## src/rtl/axis_frame_gen_pkg.sv

```systemverilog
// Shared types and helpers for the AXIS frame generator.
// Latency: n/a (package only).
// Backpressure: n/a (package only).
package axis_frame_gen_pkg;

    typedef enum logic [1:0] {
        IDLE = 2'd0,
        SEND = 2'd1,
        GAP  = 2'd2
    } state_t;

    // Width of the saturating frame counters.
    localparam int FRAMES_W = 32;

    // Widest lane count the keep helper can describe (1024-bit TDATA).
    localparam int KEEP_MAX = 128;

    // Last-beat keep mask. A zero remainder means the final beat is full.
    function automatic logic [KEEP_MAX-1:0] last_keep(input int rem, input int lanes);
        logic [KEEP_MAX-1:0] m;
        m = '0;
        for (int i = 0; i < KEEP_MAX; i++) begin
            m[i] = (rem == 0) ? (i < lanes) : (i < rem);
        end
        return m;
    endfunction

endpackage

```

## src/rtl/AXIS_IF.sv

```systemverilog
// AXI-Stream bundle with master/slave views; widths are interface parameters.
// Latency: none (wires only).
// Backpressure: tready from slave to master, standard valid/ready.
interface AXIS_IF #(
    parameter int TDATA_WIDTH = 32,
    parameter int TID_WIDTH   = 4,
    parameter int TDEST_WIDTH = 4,
    parameter int TUSER_WIDTH = 1
) ();
    localparam int TKEEP_WIDTH = TDATA_WIDTH / 8;

    logic                   tvalid;
    logic                   tready;
    logic [TDATA_WIDTH-1:0] tdata;
    logic [TKEEP_WIDTH-1:0] tkeep;
    logic [TKEEP_WIDTH-1:0] tstrb;
    logic                   tlast;
    logic [TID_WIDTH-1:0]   tid;
    logic [TDEST_WIDTH-1:0] tdest;
    logic [TUSER_WIDTH-1:0] tuser;
    logic                   twakeup;

    modport Master (
        output tvalid, tdata, tkeep, tstrb, tlast, tid, tdest, tuser, twakeup,
        input  tready
    );

    modport Slave (
        input  tvalid, tdata, tkeep, tstrb, tlast, tid, tdest, tuser, twakeup,
        output tready
    );
endinterface

```

## src/rtl/axis_frame_gen_pattern.sv

```systemverilog
// Lane generator: maps (base byte, bytes remaining) to tdata/tkeep/tlast for one beat.
// Latency: purely combinational; the caller holds the inputs in registers.
// Backpressure: none here; outputs stay stable as long as the registered inputs do.
module axis_frame_gen_pattern
    import axis_frame_gen_pkg::*;
#(
    parameter int DW   = 32,
    parameter int LENW = 16
) (
    input  logic            active,
    input  logic [7:0]      base_byte,
    input  logic [LENW-1:0] rem_bytes,
    output logic [DW-1:0]   tdata,
    output logic [DW/8-1:0] tkeep,
    output logic            tlast
);
    localparam int BYTES = DW / 8;

    logic last_beat;

    assign last_beat = (32'(rem_bytes) <= 32'(BYTES));

    // Lane k carries base+k while bytes remain; lanes past the frame end drive 0.
    always_comb begin
        tdata = '0;
        tkeep = '0;
        tlast = 1'b0;
        if (active) begin
            tlast = last_beat;
            tkeep = last_beat ? BYTES'(last_keep(int'(32'(rem_bytes) % 32'(BYTES)), BYTES))
                              : '1;
            for (int k = 0; k < BYTES; k++) begin
                if (32'(rem_bytes) > 32'(k)) begin
                    tdata[8*k +: 8] = base_byte + 8'(k);
                end
            end
        end
    end

endmodule

```

## src/rtl/axis_frame_gen.sv

```systemverilog
// AXIS test-frame source: incrementing byte frames, per-run count/length/gap (ERR_INJECT: AXIS_FRAME_GEN_ERR_INJECT_EN).
// Latency: first tvalid one cycle after an accepted start; done pulses the cycle after the final tlast handshake.
// Backpressure: beats advance only on tvalid&&tready; all stream outputs hold while stalled.
module axis_frame_gen
    import axis_frame_gen_pkg::*;
#(
    parameter int MAX_LEN     = 65535,
    parameter int DEFAULT_IFG = 0,
    parameter int TID_WIDTH   = 4,
    parameter int TDEST_WIDTH = 4
) (
    input  logic                         clk,
    input  logic                         reset_n,
    AXIS_IF.Master                       out_axis_if,
    input  logic                         start,
    input  logic                         stop,
    input  logic [$clog2(MAX_LEN+1)-1:0] frame_len,
    input  logic [15:0]                  frame_count,
    input  logic [7:0]                   ifg,
    input  logic                         ifg_override,
    input  logic [7:0]                   seed,
    input  logic [TID_WIDTH-1:0]         tid_in,
    input  logic [TDEST_WIDTH-1:0]       tdest_in,
    output logic                         busy,
    output logic                         done,
    output logic                         config_err,
    output logic [FRAMES_W-1:0]          frames_sent
`ifdef AXIS_FRAME_GEN_ERR_INJECT_EN
    ,
    input  logic [7:0]                   err_every,
    output logic [FRAMES_W-1:0]          frames_bad
`endif
);
    localparam int DW    = $bits(out_axis_if.tdata);
    localparam int BYTES = DW / 8;
    localparam int UW    = $bits(out_axis_if.tuser);
    localparam int LENW  = $clog2(MAX_LEN + 1);

    if ((DW % 8) != 0) begin : g_bad_tdata
        $error("axis_frame_gen: TDATA_WIDTH must be a multiple of 8");
    end
    if ($bits(out_axis_if.tid) != TID_WIDTH || $bits(out_axis_if.tdest) != TDEST_WIDTH) begin : g_bad_route
        $error("axis_frame_gen: TID/TDEST widths disagree with the interface");
    end

    // Run configuration captured on an accepted start.
    typedef struct packed {
        logic [LENW-1:0]        len;
        logic [15:0]            count;
        logic [7:0]             ifg;
        logic [7:0]             seed;
        logic [TID_WIDTH-1:0]   tid;
        logic [TDEST_WIDTH-1:0] tdest;
    } cfg_t;

    state_t            state_q, state_d;
    cfg_t              cfg_q;
    logic [LENW-1:0]   rem_q;
    logic [7:0]        base_q;
    logic [15:0]       run_cnt_q;
    logic [7:0]        gap_q;
    logic              stop_seen_q;
    logic              done_q;
    logic              cerr_q;
    logic [FRAMES_W-1:0] sent_q;

    logic              tvalid_int;
    logic              busy_int;
    logic [DW-1:0]     pat_tdata;
    logic [BYTES-1:0]  pat_tkeep;
    logic              pat_tlast;
    logic              beat_hs;
    logic              last_hs;
    logic              start_ok;
    logic              start_bad;
    logic              stop_now;
    logic              count_hit;
    logic              finishing;
    logic [7:0]        ifg_eff;
    logic [UW-1:0]     tuser_int;

    assign ifg_eff   = ifg_override ? ifg : 8'(DEFAULT_IFG);
    assign start_ok  = (state_q == IDLE) && start && (frame_len != '0);
    assign start_bad = (state_q == IDLE) && start && (frame_len == '0);
    assign beat_hs   = tvalid_int && out_axis_if.tready;
    assign last_hs   = beat_hs && pat_tlast;
    // A stop on the same cycle as the closing handshake still ends the run there.
    assign stop_now  = stop_seen_q || stop;
    // Equality against the latched count lets a 16-bit counter cover 65535 frames; 0 never matches.
    assign count_hit = (cfg_q.count != 16'd0) && ((run_cnt_q + 16'd1) == cfg_q.count);
    assign finishing = ((state_q == SEND) && last_hs && (count_hit || stop_now)) ||
                       ((state_q == GAP) && stop_now);

    axis_frame_gen_pattern #(
        .DW   (DW),
        .LENW (LENW)
    ) u_pattern (
        .active    (tvalid_int),
        .base_byte (base_q),
        .rem_bytes (rem_q),
        .tdata     (pat_tdata),
        .tkeep     (pat_tkeep),
        .tlast     (pat_tlast)
    );

    // FSM state register.
    always_ff @(posedge clk or negedge reset_n) begin
        if (!reset_n) begin
            state_q <= IDLE;
        end else begin
            state_q <= state_d;
        end
    end

    // FSM next-state: frames never end early; stop is only acted on at frame boundaries or in the gap.
    always_comb begin
        state_d = state_q;
        case (state_q)
            IDLE: begin
                if (start_ok) begin
                    state_d = SEND;
                end
            end
            SEND: begin
                if (last_hs) begin
                    if (count_hit || stop_now) begin
                        state_d = IDLE;
                    end else if (cfg_q.ifg != 8'd0) begin
                        state_d = GAP;
                    end else begin
                        state_d = SEND;
                    end
                end
            end
            GAP: begin
                if (stop_now) begin
                    state_d = IDLE;
                end else if (gap_q <= 8'd1) begin
                    state_d = SEND;
                end
            end
            default: state_d = IDLE;
        endcase
    end

    // FSM outputs: valid only while sending, busy for any non-idle state.
    always_comb begin
        tvalid_int = 1'b0;
        busy_int   = 1'b0;
        case (state_q)
            SEND: begin
                tvalid_int = 1'b1;
                busy_int   = 1'b1;
            end
            GAP: begin
                busy_int = 1'b1;
            end
            default: begin
                tvalid_int = 1'b0;
                busy_int   = 1'b0;
            end
        endcase
    end

    // Config latch, beat/gap/frame counters, status pulses.
    always_ff @(posedge clk or negedge reset_n) begin
        if (!reset_n) begin
            cfg_q       <= '0;
            rem_q       <= '0;
            base_q      <= '0;
            run_cnt_q   <= '0;
            gap_q       <= '0;
            stop_seen_q <= 1'b0;
            done_q      <= 1'b0;
            cerr_q      <= 1'b0;
            sent_q      <= '0;
        end else begin
            done_q <= finishing;
            cerr_q <= start_bad;
            if (start_ok) begin
                cfg_q       <= '{len: frame_len, count: frame_count, ifg: ifg_eff,
                                 seed: seed, tid: tid_in, tdest: tdest_in};
                rem_q       <= frame_len;
                base_q      <= seed;
                run_cnt_q   <= '0;
                stop_seen_q <= 1'b0;
                sent_q      <= '0;
            end else begin
                if ((state_q != IDLE) && stop) begin
                    stop_seen_q <= 1'b1;
                end
                if (beat_hs) begin
                    if (pat_tlast) begin
                        // Rewind the pattern so the next frame restarts at the seed.
                        rem_q     <= cfg_q.len;
                        base_q    <= cfg_q.seed;
                        run_cnt_q <= run_cnt_q + 16'd1;
                        gap_q     <= cfg_q.ifg;
                        if (sent_q != {FRAMES_W{1'b1}}) begin
                            sent_q <= sent_q + 1'b1;
                        end
                    end else begin
                        rem_q  <= rem_q - LENW'(BYTES);
                        base_q <= base_q + 8'(BYTES);
                    end
                end
                if ((state_q == GAP) && (gap_q != 8'd0)) begin
                    gap_q <= gap_q - 8'd1;
                end
            end
        end
    end

`ifdef AXIS_FRAME_GEN_ERR_INJECT_EN
    if (UW < 1) begin : g_bad_tuser
        $error("axis_frame_gen: error injection needs TUSER_WIDTH >= 1");
    end

    logic [7:0]          err_every_q;
    logic [7:0]          err_cnt_q;
    logic [FRAMES_W-1:0] bad_q;
    logic                err_mark;

    assign err_mark  = (err_every_q != 8'd0) && ((err_cnt_q + 8'd1) == err_every_q);
    assign tuser_int = UW'(tvalid_int && pat_tlast && err_mark);
    assign frames_bad = bad_q;

    // Every err_every-th frame of a run is flagged on its last beat.
    always_ff @(posedge clk or negedge reset_n) begin
        if (!reset_n) begin
            err_every_q <= '0;
            err_cnt_q   <= '0;
            bad_q       <= '0;
        end else if (start_ok) begin
            err_every_q <= err_every;
            err_cnt_q   <= '0;
            bad_q       <= '0;
        end else if (last_hs) begin
            err_cnt_q <= err_mark ? 8'd0 : err_cnt_q + 8'd1;
            if (err_mark && (bad_q != {FRAMES_W{1'b1}})) begin
                bad_q <= bad_q + 1'b1;
            end
        end
    end
`else
    assign tuser_int = '0;
`endif

    assign out_axis_if.tvalid  = tvalid_int;
    assign out_axis_if.tdata   = pat_tdata;
    assign out_axis_if.tkeep   = pat_tkeep;
    assign out_axis_if.tstrb   = pat_tkeep;
    assign out_axis_if.tlast   = pat_tlast;
    assign out_axis_if.tid     = cfg_q.tid;
    assign out_axis_if.tdest   = cfg_q.tdest;
    assign out_axis_if.tuser   = tuser_int;
    assign out_axis_if.twakeup = 1'b0;

    assign busy        = busy_int;
    assign done        = done_q;
    assign config_err  = cerr_q;
    assign frames_sent = sent_q;

endmodule

```

## src/flat_wrapper.sv

```systemverilog
// flat-port wrapper written by rule: the top's interface ports become plain ports
module axis_frame_gen_flat import axis_frame_gen_pkg::*;
#(
    parameter int MAX_LEN     = 65535,
    parameter int DEFAULT_IFG = 0,
    parameter int TID_WIDTH   = 4,
    parameter int TDEST_WIDTH = 4
)
  (clk, reset_n, start, stop, frame_len, frame_count, ifg, ifg_override, seed, tid_in, tdest_in, busy, done, config_err, frames_sent, out_axis_if_tvalid, out_axis_if_tdata, out_axis_if_tkeep, out_axis_if_tstrb, out_axis_if_tlast, out_axis_if_tid, out_axis_if_tdest, out_axis_if_tuser, out_axis_if_twakeup, out_axis_if_tready);
  AXIS_IF #(.TDATA_WIDTH(32), .TID_WIDTH(TID_WIDTH), .TDEST_WIDTH(TDEST_WIDTH), .TUSER_WIDTH(1)) out_axis_if_i ();
  input  logic clk;
  input  logic reset_n;
  input  logic start;
  input  logic stop;
  input  logic [$clog2(MAX_LEN+1)-1:0] frame_len;
  input  logic [15:0] frame_count;
  input  logic [7:0] ifg;
  input  logic ifg_override;
  input  logic [7:0] seed;
  input  logic [TID_WIDTH-1:0] tid_in;
  input  logic [TDEST_WIDTH-1:0] tdest_in;
  output logic busy;
  output logic done;
  output logic config_err;
  output logic [FRAMES_W-1:0] frames_sent;
  output wire logic [$bits(out_axis_if_i.tvalid)-1:0] out_axis_if_tvalid;
  output wire logic [$bits(out_axis_if_i.tdata)-1:0] out_axis_if_tdata;
  output wire logic [$bits(out_axis_if_i.tkeep)-1:0] out_axis_if_tkeep;
  output wire logic [$bits(out_axis_if_i.tstrb)-1:0] out_axis_if_tstrb;
  output wire logic [$bits(out_axis_if_i.tlast)-1:0] out_axis_if_tlast;
  output wire logic [$bits(out_axis_if_i.tid)-1:0] out_axis_if_tid;
  output wire logic [$bits(out_axis_if_i.tdest)-1:0] out_axis_if_tdest;
  output wire logic [$bits(out_axis_if_i.tuser)-1:0] out_axis_if_tuser;
  output wire logic [$bits(out_axis_if_i.twakeup)-1:0] out_axis_if_twakeup;
  input wire logic [$bits(out_axis_if_i.tready)-1:0] out_axis_if_tready;
  assign out_axis_if_tvalid = out_axis_if_i.tvalid;
  assign out_axis_if_tdata = out_axis_if_i.tdata;
  assign out_axis_if_tkeep = out_axis_if_i.tkeep;
  assign out_axis_if_tstrb = out_axis_if_i.tstrb;
  assign out_axis_if_tlast = out_axis_if_i.tlast;
  assign out_axis_if_tid = out_axis_if_i.tid;
  assign out_axis_if_tdest = out_axis_if_i.tdest;
  assign out_axis_if_tuser = out_axis_if_i.tuser;
  assign out_axis_if_twakeup = out_axis_if_i.twakeup;
  assign out_axis_if_i.tready = out_axis_if_tready;
  axis_frame_gen #(.MAX_LEN(MAX_LEN), .DEFAULT_IFG(DEFAULT_IFG), .TID_WIDTH(TID_WIDTH), .TDEST_WIDTH(TDEST_WIDTH)) u_core (.clk(clk), .reset_n(reset_n), .out_axis_if(out_axis_if_i), .start(start), .stop(stop), .frame_len(frame_len), .frame_count(frame_count), .ifg(ifg), .ifg_override(ifg_override), .seed(seed), .tid_in(tid_in), .tdest_in(tdest_in), .busy(busy), .done(done), .config_err(config_err), .frames_sent(frames_sent));
endmodule
```

## config.mk

```make
export PLATFORM = sky130hd
export DESIGN_NAME = axis_frame_gen_flat
export DESIGN_NICKNAME = d
export VERILOG_FILES = /design/src/rtl/axis_frame_gen_pkg.sv /design/src/rtl/AXIS_IF.sv /design/src/rtl/axis_frame_gen_pattern.sv /design/src/rtl/axis_frame_gen.sv /design/src/flat_wrapper.sv
export SDC_FILE = /design/constraint.sdc
export NUM_CORES = 1
export LEC_CHECK = 0
export ABC_AREA = 1
export CAP_MARGIN = 10
export CORE_ASPECT_RATIO = 1.25
export CORE_MARGIN = 2
export CORE_UTILIZATION = 54
export CTS_CLUSTER_SIZE = 40
export DETAILED_ROUTE_END_ITERATION = 8
export PLACE_DENSITY_LB_ADDON = 0.08
export SYNTH_ARGS = -nofsm -noshare
export SYNTH_HDL_FRONTEND = slang
export SYNTH_SLANG_ARGS = --single-unit
```

## constraint.sdc

```tcl
create_clock -name clk -period 2.3 [get_ports clk]
set_input_delay 0.345 -clock clk [delete_from_list [all_inputs] [get_ports clk]]
set_output_delay 0.345 -clock clk [all_outputs]
set_load 0.005 [all_outputs]
```

* Word-level counts from Yosys, hierarchy flattened
Cells that the tools add are included.
** Word-level totals
- Output and inout port bits :: 87
- Bits in registers :: 141
** Cells by class
- Bitwise operators :: 1
- $lt $le $gt $ge :: 10
- Reduce and logical (&&, ||, !) cells :: 33
- Muxes and demuxes :: 40
- Eq/ne operators :: 7
- Add/subtract/negate cells :: 8
** Operators by type and width (count)
- $mux 32 :: 5
- $mux 16 :: 6
- $mux 8 :: 11
- $add 32x1->32 const B :: 1
- $gt 16x1->1 const B :: 2
- $gt 16x2->1 const B :: 2
- $logic_not 32->1 :: 1
- $ne 32x32->1 const B :: 1
- $reduce_bool 16->1 :: 2
- $add 16x1->16 const B :: 1
- $add 8x2->8 const B :: 2
- $eq 16x16->1 :: 1
- $le 16x3->1 const B :: 1
- $logic_not 16->1 :: 1
- $reduce_bool 8->1 :: 2
- $sub 16x3->16 const B :: 1
- $reduce_bool 2->1 :: 7
- $mux 2 :: 6
- $logic_and 1x1->1 :: 11
- $mux 1 :: 9
- $reduce_and 3->1 :: 3
- $add 8x1->8 const B :: 1
- $add 8x3->8 const B :: 1
- $le 8x1->1 const B :: 1
- other kinds (14) :: 20

* Longest topological paths before layout
- Depth in word-level cells :: 7
- Gate-level depth with buffers :: 16
- Depth with buffers taken out :: 16

* Modules after synthesis
From an unflattened synthesis, not the netlist that was laid out.
** Second synthesis, totals
- Cell total of the unflattened synthesis :: 1226
- Area, all modules :: 8807.2 um^2
** By module, submodules not included
- axis_frame_gen :: cells an instance 1063, times used 1, area an instance 7995.2 um^2
- axis_frame_gen_pattern :: cells an instance 163, times used 1, area an instance 812.0 um^2

* Least setup slack after synthesis
No wires, ideal clock.
- Kind :: reg-to-reg
- Start :: reg u_core.rem_q[2]
- End :: reg u_core.sent_q[19], in the netlist u_core.frames_sent[19]
- Cell stages (with the launch flop) :: 14
- Slack :: 0.448 ns
- Buffers on the path :: 2
- Period minus slack after synthesis :: 1.852 ns
- Data arrival time :: 1.718 ns
- Cells stage by stage :: dfrtp_1 inv_1 ha_1 inv_1 nor2_4 nand2_4 nand2_4 nand2_4 nand2_4 nand3_4 buf_6 buf_6 nand2_1 o31ai_1
** Between the ends
- Word-level cells in the longest chain between the ends :: 4
** RTL lines
- start: declaration :: line axis_frame_gen.sv:58 : logic [LENW-1:0] rem_q;
- start signal: assignment :: line axis_frame_gen.sv:183 : rem_q <= frame_len;
- start signal: assignment :: line axis_frame_gen.sv:195 : rem_q <= cfg_q.len;
- start signal: assignment :: line axis_frame_gen.sv:203 : rem_q <= rem_q - LENW'(BYTES);
- $le 16x3->1 :: line axis_frame_gen_pattern.sv:21 : assign last_beat = (32'(rem_bytes) <= 32'(BYTES));
- $mux 1 :: line axis_frame_gen_pattern.sv:28 : if (active) begin
- $reduce_bool 2->1 (no source line)
- $reduce_and 3->1 (no source line)
- end signal: assignment :: line axis_frame_gen.sv:200 : sent_q <= sent_q + 1'b1;
- end: declaration :: line axis_frame_gen.sv:65 : logic [FRAMES_W-1:0] sent_q;
Every way passes these cells.
A chain may end at the register's enable or synchronous reset.

* Worst setup path after layout
- Start :: reg u_core.rem_q[7]
- End :: out out_axis_if_tstrb[2]
** Between the ends
- Word-level cells in the longest chain between the ends :: 3
** RTL lines
- $le 16x3->1 :: line axis_frame_gen_pattern.sv:21
- $mux 4 :: line axis_frame_gen_pattern.sv:30 : tkeep = last_beat ? BYTES'(last_keep(int'(32'(rem_bytes) % 32'(BYTES)), BYTES))
- $mux 4 :: line axis_frame_gen_pattern.sv:28
- end: declaration :: line flat_wrapper.sv:29 : output wire logic [$bits(out_axis_if_i.tstrb)-1:0] out_axis_if_tstrb;
Every way passes these cells.

==> out/results.ini <==
[critical_path]
regToRegSetupSlack_ns=0.05
crit_type=reg -> out
crit_fanout=3
arrival_ns=2.01
path_cells=nor2_2, buf_4, buf_4, nand2_4, nor2_4, nand3_4, nand2_8, buf_6, buf_6, a21oi_4, buf_2
r2r_cells=14
reg2reg_to=u_core.run_cnt_q[5]$_DFFE_PN0P_
cp.required_ns=1.96
crit_path_end_kind=output pin
startpoint=u_core.rem_q[7]$_DFFE_PN0P_
timing.rr.start=u_core.rem_q[7]$_DFFE_PN0P_
max_stage_delay_ns=0.39
cp-endpoint=out_axis_if_tstrb[2]
startpoint_type=flop
crit_slowest_cell=dfrtp_1

[grt]
grt_pass1_vias=8837
grt_use_total_pct=30.2
antenna_found_initial=0
grt_pass1_wl_um=42400
grt_start_max_net_pins=53
grt_overflow=0

[sta]
setup_viol=7
rsz0062_at_grt=true
setup_ws_ns=-0.0575
max_slew_margin_pct=59.4
tightestPinTransition_ns=0.609
slew_violations=0
timing.final.crit_share_pct=102
hold_violations=0
min_period_ns=2.36
clock_skew_ns=0.00824
fmaxAchievable_mhz=424

[synth]
synth_warnings=0
ys_ff_latch=141
syn_area_mm2=0.00868
yosysSeqAreaShare_pct=40.7
syn_area_per_cell_um2=7.41
syn_inst=1172
ys_types=44

[final_layout]
final_area_mm2=0.0119
final_cell_mix=nand2_1 (333), dfrtp_1 (139), nor2_1 (112)
layout_commonest_cell=nand2_1
nFillCells=1204
drive_gt1_share_pct=19.7
final_util_pct=76.3
diodes=0
nNetsFinal=1500
syn_to_final_growth_pct=37.4

[clock_tree]
root_buffer=clkbuf_16
cts_tree=yes
clk_path_buf_depth=2
clk_pin_slew_ns=0.06
clock_latency_ns=0.42
clock_sinks=141
h-tree-depth=4
numCtsBuffers=17

[placed_design]
gp_congestion=0.911
numPortBuffers=146
placed_cell_area_mm2=0.0109
post-place-ws_ns=-0.266
dp_hpwl_um=17900

[floorplan]
ios=149
core_mm2=0.0156
start_util_pct=55.5
placementRows=51
die_w_um=117
floorplan.die_area_mm2=0.0171
die_h_um=146

[run_status]
violations=negative setup slack
status=finished, violations left

[power_and_ir_drop]
p_per_area_mw_per_mm2=1130
power_leakage_nw=5.48
vdd_ir_drop_max_v=0.000709

[route]
vias_per_cell=5.43
first_pass_iters=5
final_antenna_net_count=0
wirelength_um=25800
num_vias=8909
wire_per_inst_um=15.7
dr.first_iter.drc_count=704
drcViolationCount=0

[worst_hold_path]
min_path_type=in -> async

[run]
maxCapViolCount=0

Yosys cell counts (all sizes together):
master	count	area share (%)
o311ai	5	0.50
xnor3	1	0.26
conb	1	0.043
o21bai	1	0.087
dfrtp	141	41
a31oi	8	0.58
nand4	21	1.5
o21ai	94	5.5
o211ai	7	0.61
o221ai	6	0.61
xor2	38	3.8
o22ai	14	1.0
a21boi	1	0.13
nand2	349	16
buf	41	3.0
xnor2	13	1.3
a21oi	25	1.5
nor2	136	6.5
ha	20	2.9
o31ai	13	1.1
inv	110	4.8
clkinv	2	0.14
a211oi	2	0.17
nand3b	6	0.52
nor4	13	0.94
nor3b	2	0.17
nor3	22	1.4
clkbuf	11	0.48
nand3	69	4.1
how the worst min path moves through the flow:
stage | end | slack, ns
global placement | u_core.cfg_q[28]$_DFFE_PN0P_ | 0.30
global route | u_core.cfg_q[28]$_DFFE_PN0P_ | 0.46
floorplan | u_core.base_q[0]$_DFFE_PN0P_ | 0.05
CTS | u_core.cfg_q[28]$_DFFE_PN0P_ | 0.43
detailed placement | u_core.cfg_q[28]$_DFFE_PN0P_ | 0.30
finish | u_core.cfg_q[28]$_DFFE_PN0P_ | 0.42
state kept, by name, summed over array words and instances (netlist names):
register and flops:
u_core.base_q 8, u_core.rem_q 16, u_core.state_q 2, u_core.cfg_q 48
u_core.config_err 1, u_core.out_axis_if.tid 4, u_core.run_cnt_q 16, u_core.gap_q 8
u_core.stop_seen_q 1, u_core.frames_sent 32, u_core.done 1, u_core.out_axis_if.tdest 4
report_power, final:
part | switching (mW) | internal [mW]
clock | 1.03 | 1.66
sequential | 0.605 | 3.29
combinational | 3.69 | 3.16
total | 5.33 | 8.11
layer usage:
| metal | wire, µm | global-route usage (%) |
|---|---|---|
| met3 | 1120 | 4.86 |
| met1 | 10800 | 37.3 |
| met2 | 13000 | 52.4 |
| met4 | 834 | 12.9 |
| met5 | 0 | 0 |
cell type report:
type / instances / area [µm²] / area share [%]
Tap cell: 212 / 265 / 2.23
Multi-Input combinational cell: 868 / 4710 / 39.5
Clock buffer: 23 / 478 / 4.01
Clock inverter: 7 / 88.8 / 0.745
Timing Repair Buffer: 278 / 2410 / 20.3
Inverter: 112 / 433 / 3.63
Sequential cell: 141 / 3530 / 29.6
timing repair:
action                                  in CTS  in global routing
resized for setup                          137                 90
hold buffers                                 1                  0
pin swaps                                   24                 23
buffers inserted                            35                 11
hold endpoints to repair                    42                  0
endpoints found under the setup margin      39                106
through the flow:
| stage | power, mW | hold slack (ns) | TNS, ns | instances |
|---|---|---|---|---|
| after floorplan | 7.22 | 0.0494 | 0 | 1173 |
| after global placement | 9.81 | 0.300 | -17.91 | 1571 |
| after detailed placement | 9.92 | 0.305 | -15.25 | 1571 |
| after CTS | 13.1 | 0.430 | -1.68 | 1637 |
| after global routing | 14.3 | 0.464 | -1.37 | 1641 |
| final | 13.4 | 0.420 | -0.155 | 1641 |
cells by family (layout without fill, tap and decap cells):
family          after synthesis  count (layout)  synth area share, %
compound gates              176             176                 11.8
fa+ha+maj                    20              20                 2.88
other cells                   1               2               0.0432
buf+inv                     164             420                 8.39
xor+xnor                     52              52                 5.41
simple gates                618             618                 30.9
flops                       141             141                 40.7
critical path: cells and delay by family, from the launching register on:
family	cells	cell delay, ns
AOI/OAI and AO/OA	1	0.05
and+or+nand+nor	5	0.55
buffers and inverters	5	0.61
DFF	1	0.39
Note: power is estimated with default switching activity, not from simulation.
